### src/rtl/hazard_ctrl.sv
// Hazard and sequencing controller for the five-stage pipeline: stage holds and
// flushes, EX operand forwarding, multi-cycle multiply sequencing, stall counter.
module hazard_ctrl #(
   parameter int MUL_CYCLES = 4,
   parameter int CNT_W      = 16
) (
   input  logic             Clock,
   input  logic             Reset,
   input  logic [4:0]       RsAddrD,
   input  logic [4:0]       RtAddrD,
   input  logic             UsesRsD,
   input  logic             UsesRtD,
   input  logic [4:0]       RsAddrE,
   input  logic [4:0]       RtAddrE,
   input  logic [4:0]       RAddrE,
   input  logic             RegWriteE,
   input  logic             MemReadE,
   input  logic             MULOpE,
   input  logic             BranchTakenE,
   input  logic [4:0]       RAddrM,
   input  logic             RegWriteM,
   input  logic [4:0]       RAddrW,
   input  logic             RegWriteW,
   input  logic             MemBusyM,
   output logic             HoldPC,
   output logic             HoldFD,
   output logic             HoldDE,
   output logic             HoldEM,
   output logic             FlushFD,
   output logic             FlushDE,
   output logic             FlushEM,
   output logic             FlushMW,
   output logic [1:0]       FwdA,
   output logic [1:0]       FwdB,
   output logic             MulBusy,
   output logic [CNT_W-1:0] StallCycles
);

   typedef enum logic {S_IDLE, S_MUL} state_t;

   localparam bit         MUL_MULTI = (MUL_CYCLES > 1);
   localparam logic [3:0] MUL_LOAD  = MUL_MULTI ? 4'(MUL_CYCLES - 2) : 4'd0;

   state_t           state;
   state_t           state_next;
   logic [3:0]       count;
   logic [3:0]       count_next;
   logic             mul_stall;
   logic             load_use;
   logic [CNT_W-1:0] stall_cnt;

   // MEM holds the younger result, so it wins over WB; r0 is never forwarded.
   function automatic logic [1:0] fwd_sel(
      input logic [4:0] src,
      input logic       wr_m,
      input logic [4:0] dst_m,
      input logic       wr_w,
      input logic [4:0] dst_w
   );
      if (wr_m && dst_m != 5'd0 && dst_m == src) return 2'b10;
      if (wr_w && dst_w != 5'd0 && dst_w == src) return 2'b01;
      return 2'b00;
   endfunction

   // The first stall cycle comes straight from IDLE, so a multiply stalls
   // MUL_CYCLES-1 cycles and advances on the last one.
   assign mul_stall = (state == S_IDLE && MULOpE && MUL_MULTI) ||
                      (state == S_MUL && count != 4'd0);

   assign load_use = MemReadE && RegWriteE && RAddrE != 5'd0 &&
                     ((UsesRsD && RsAddrD == RAddrE) || (UsesRtD && RtAddrD == RAddrE));

   // NOTE: state registers use non-blocking assignments so every flop samples
   // pre-edge values regardless of block ordering.
   always_ff @(posedge Clock) begin
      if (Reset) begin
         state <= S_IDLE;
         count <= 4'd0;
      end else begin
         state <= state_next;
         count <= count_next;
      end
   end

   // NOTE: every variable gets a default first so no path leaves it unassigned
   // and no latch is inferred.
   always_comb begin
      state_next = state;
      count_next = count;
      if (!MemBusyM) begin
         case (state)
            S_IDLE: begin
               if (MULOpE && MUL_MULTI) begin
                  state_next = S_MUL;
                  count_next = MUL_LOAD;
               end
            end
            S_MUL: begin
               if (count != 4'd0) count_next = count - 4'd1;
               else               state_next = S_IDLE;
            end
            default: state_next = S_IDLE;
         endcase
      end
   end

   always_comb begin
      HoldPC  = 1'b0;
      HoldFD  = 1'b0;
      HoldDE  = 1'b0;
      HoldEM  = 1'b0;
      FlushFD = 1'b0;
      FlushDE = 1'b0;
      FlushEM = 1'b0;
      FlushMW = 1'b0;
      FwdA    = fwd_sel(RsAddrE, RegWriteM, RAddrM, RegWriteW, RAddrW);
      FwdB    = fwd_sel(RtAddrE, RegWriteM, RAddrM, RegWriteW, RAddrW);
      MulBusy = mul_stall && !Reset;
      if (Reset) begin
         FlushFD = 1'b1;
         FlushDE = 1'b1;
         FlushEM = 1'b1;
         FlushMW = 1'b1;
         FwdA    = 2'b00;
         FwdB    = 2'b00;
      end else if (MemBusyM) begin
         HoldPC  = 1'b1;
         HoldFD  = 1'b1;
         HoldDE  = 1'b1;
         HoldEM  = 1'b1;
         FlushMW = 1'b1;
      end else if (mul_stall) begin
         HoldPC  = 1'b1;
         HoldFD  = 1'b1;
         HoldDE  = 1'b1;
         FlushEM = 1'b1;
      end else if (BranchTakenE) begin
         // Any load-use consumer sits in DEC and is squashed here.
         FlushFD = 1'b1;
         FlushDE = 1'b1;
      end else if (load_use) begin
         HoldPC  = 1'b1;
         HoldFD  = 1'b1;
         FlushDE = 1'b1;
      end
   end

   always_ff @(posedge Clock) begin
      if (Reset)                                   stall_cnt <= '0;
      else if (HoldPC && stall_cnt != {CNT_W{1'b1}}) stall_cnt <= stall_cnt + CNT_W'(1);
   end

   assign StallCycles = stall_cnt;

   mul_branch_excl: assert property (@(posedge Clock) disable iff (Reset)
      !(MULOpE && BranchTakenE));

   hold_flush_excl: assert property (@(posedge Clock)
      !((HoldFD && FlushFD) || (HoldDE && FlushDE) || (HoldEM && FlushEM)));

endmodule

### config.mk
export PLATFORM = sky130hd
export DESIGN_NAME = hazard_ctrl
export DESIGN_NICKNAME = d
export VERILOG_FILES = /design/src/rtl/hazard_ctrl.sv
export SDC_FILE = /design/constraint.sdc
export NUM_CORES = 1
export LEC_CHECK = 0
export CAP_MARGIN = 5
export CORE_UTILIZATION = 41
export DETAILED_ROUTE_END_ITERATION = 6
export GPL_ROUTABILITY_DRIVEN = 0
export PLACE_DENSITY = 0.85
export SLEW_MARGIN = 20
export SYNTH_ARGS = -nofsm -noshare
export SYNTH_HDL_FRONTEND = slang
export SYNTH_SLANG_ARGS = --single-unit
export TNS_END_PERCENT = 100
### constraint.sdc
create_clock -name Clock -period 2.6 [get_ports Clock]
set_clock_uncertainty 0.2 [all_clocks]
set_input_delay 0.52 -clock Clock [delete_from_list [all_inputs] [get_ports Clock]]
set_output_delay 0.52 -clock Clock [all_outputs]
set_load 0.005 [all_outputs]
==> flow_metrics.tcl <==
set metrics [dict create \
    peakVddDrop_v 0.0001882 \
    ys_ff_latch 21 \
    intPower_uw 628.8 \
    num_io_pins 75 \
    reg2reg_depth 11 \
    arrival_ps 1870 \
    power.leakage_uw 0.001226 \
    yosysSeqAreaShare_pct 26.60 \
    post-route-min-period_ps 2587 \
    first_pass_iters 4 \
    p_per_area_nw_per_um2 316.8 \
    grt_pass1_vias 1858 \
    pwr-share-clk_pct 24.8 \
    cp-start-kind "primary input" \
    end_kind "primary output" \
    cap_violations 0 \
    rsz0062_at_grt "yes" \
    relSlewSlack_pct 79.73 \
    via_per_inst 5.346 \
    p_sw_share_pct 29.80 \
    wire_per_inst_microns 14.86 \
    yosysUniqueCellTypes 47 \
    worstMarginPinSlew_ps 300.3 \
    switchingPower_uw 266.9 \
    start_util_pct 42.84 \
    synth-edff-count 0 \
    cts_buffer_depth 2 \
    r2r_end "StallCycles[5]" \
    yosysTopAreaCell "dfxtp_1" \
    seqPwrFrac_pct 38.1 \
    htreeDepth 1 \
    synthesis.area_sq_um 1580 \
    ys_warn_count 0 \
    globalRoute.totalOverflow 0 \
    synthArstFlopShare_pct 0 \
    die-width_microns 64.09 \
    hold_path_depth 2 \
    max_freq_mhz 386.5 \
    fin_nets 360 \
    cp-endpoint "FwdA[0]" \
    grt_max_degree 29 \
    wl_met2_microns 2886 \
    core_area_sq_um 3689 \
    track_usage_pct 25.71 \
    numCtsBuffers 3 \
    clock_latency_ps 260 \
    area_growth_pct 78.94 \
    cts_root_buf "clkbuf_8" \
    status "finished clean" \
    crit_start "RAddrM[2]" \
    grt_pass1_wl_microns 8211 \
    finalSetupViolCount 0 \
    fin_crit_sh_pct 99.50 \
    drc_errors 0 \
    via_count 1914 \
    fp.dieArea_sq_um 4107 \
    reg2reg_from "count[0]" \
    routed.top_layer "met4" \
    dr_wl_met3_microns 168 \
    rows 22 \
    n_antenna_cell 0 \
    ant_nets 0 \
    clock-sinks 21 \
    die_h_microns 64.09 \
    met1_length_microns 2146 \
    ys_top_cells_by_area "dfxtp_1 (27%), xnor2_1 (11%), xor2_1 (6.1%), a21oi_1 (4.4%), or3_1 (4.4%)" \
    synth_nets 243 \
    synthTopCellsByCount "dfxtp_1 (21), xnor2_1 (20), a21oi_1 (14)" \
    cts_tree "done" \
    required_ps 1880 \
    whs_ps 306.2 \
    port_buffers 74 \
    ys.flop_type "dfxtp_1" \
    combPwrFrac_pct 37.1 \
    place_ws_ps -773.1 \
    drive_gt1_share_pct 37.10 \
    hold_class "reg2reg" \
    hold_viol_final 0 \
    drt_iter0_drc 102 \
    dp_hpwl_microns 3648 \
    synth.most_common_cell "dfxtp_1" \
    rrSetupSlack_ps 270 \
    wirelength_microns 5321 \
    syn_avg_cell_area_sq_um 8.146 \
    antenna_found_initial 0 \
    clkTransAtPathRegs_ps 80 \
    synth.top_cell.area_share_pct 26.60 \
    critPathKind "in2out" \
    critPathMaxFanout 4 \
    setup_ws_ps 12.90 \
    slew_viol_final 0 \
    syn-instance-count 194 \
]
-- cells by family after synthesis --
group / synth area share (%)
simple gates: 26.29
mux: 2.692
xor+xnor: 17.18
compound gates: 19.24
fa+ha+maj: 2.376
flops: 26.60
buf+inv: 5.621
-- flip-flops by register name (all words and copies together), names as in the netlist --
register     cells
count            4
state            1
StallCycles     16
-- what timing repair did --
item | 4_1_cts | 5_1_grt
pin swaps | 23 | 26
setup buffers | 6 | 5
hold buffers | 0 | 0
resized for setup | 119 | 63
cloned | 1 | 0
setup endpoints to repair | 13 | 10
-- routing by layer --
layer / track usage, % / up-vias
met5: 0 / -
met4: 5.398 / 0
met3: 4.464 / 12
met2: 51.99 / 62
met1: 26.95 / 895
li1: - / 945
-- placed cells by master, fill, tap and decap left out, drive strengths merged, types with 13 or more instances in the layout --
cell	count
dfxtp	21
o21ai	15
xnor2	20
clkdlybuf4s50	26
nand2	13
buf	61
a21oi	14
clkbuf	19
-- metrics by stage --
stage	total power, uW	TNS [ps]	std cells	area, sq um	util, %
6_report	895.7	0	358	2828	76.66
2_1_floorplan	464.3	0	194	1580	-
3_5_place_dp	638.8	-8951	343	2594	70.32
5_1_grt	936.3	-236.0	358	2828	76.66
4_1_cts	861.1	-137.5	354	2750	74.56
3_3_place_gp	629.6	-7358	343	2594	70.32
-- power by group through the flow --
stage | Combinational [uW] | Sequential, uW | Clock [uW]
after detailed placement | 292 | 347 | 0
after floorplan | 120 | 345 | 0
after global placement | 283 | 347 | 0
after global routing | 357 | 342 | 237
final | 333 | 341 | 222
after CTS | 304 | 340 | 217
-- how the worst min path moves through the flow --
stage                     slack [ps]            start               to
after detailed placement         300  StallCycles[15]  StallCycles[15]
after global routing             330   StallCycles[5]   StallCycles[5]
final                            310  StallCycles[10]  StallCycles[10]
after floorplan                  280   StallCycles[5]   StallCycles[5]
after global placement           280  StallCycles[10]  StallCycles[10]
after CTS                        310   StallCycles[5]   StallCycles[5]
-- worst max-delay path, cell delays in order --
cell     delay [ps]
buf_6            90
or4_1           510
o21ai_1         130
buf_4           150
nor3_4           40
nor4_4          280
buf_2           150
-- cell type report --
class                   instances  area [sq um]
multi-input cells             158          1220
repair buffers                120          1052
fillers                       288         860.8
flip-flops and latches         21         421.7
well taps                      48         60.06
clock buffers                   3         41.29
inverters                       7         27.53
clock inverters                 1         5.005
No activity file was read; power rests on OpenSTA's default activity.
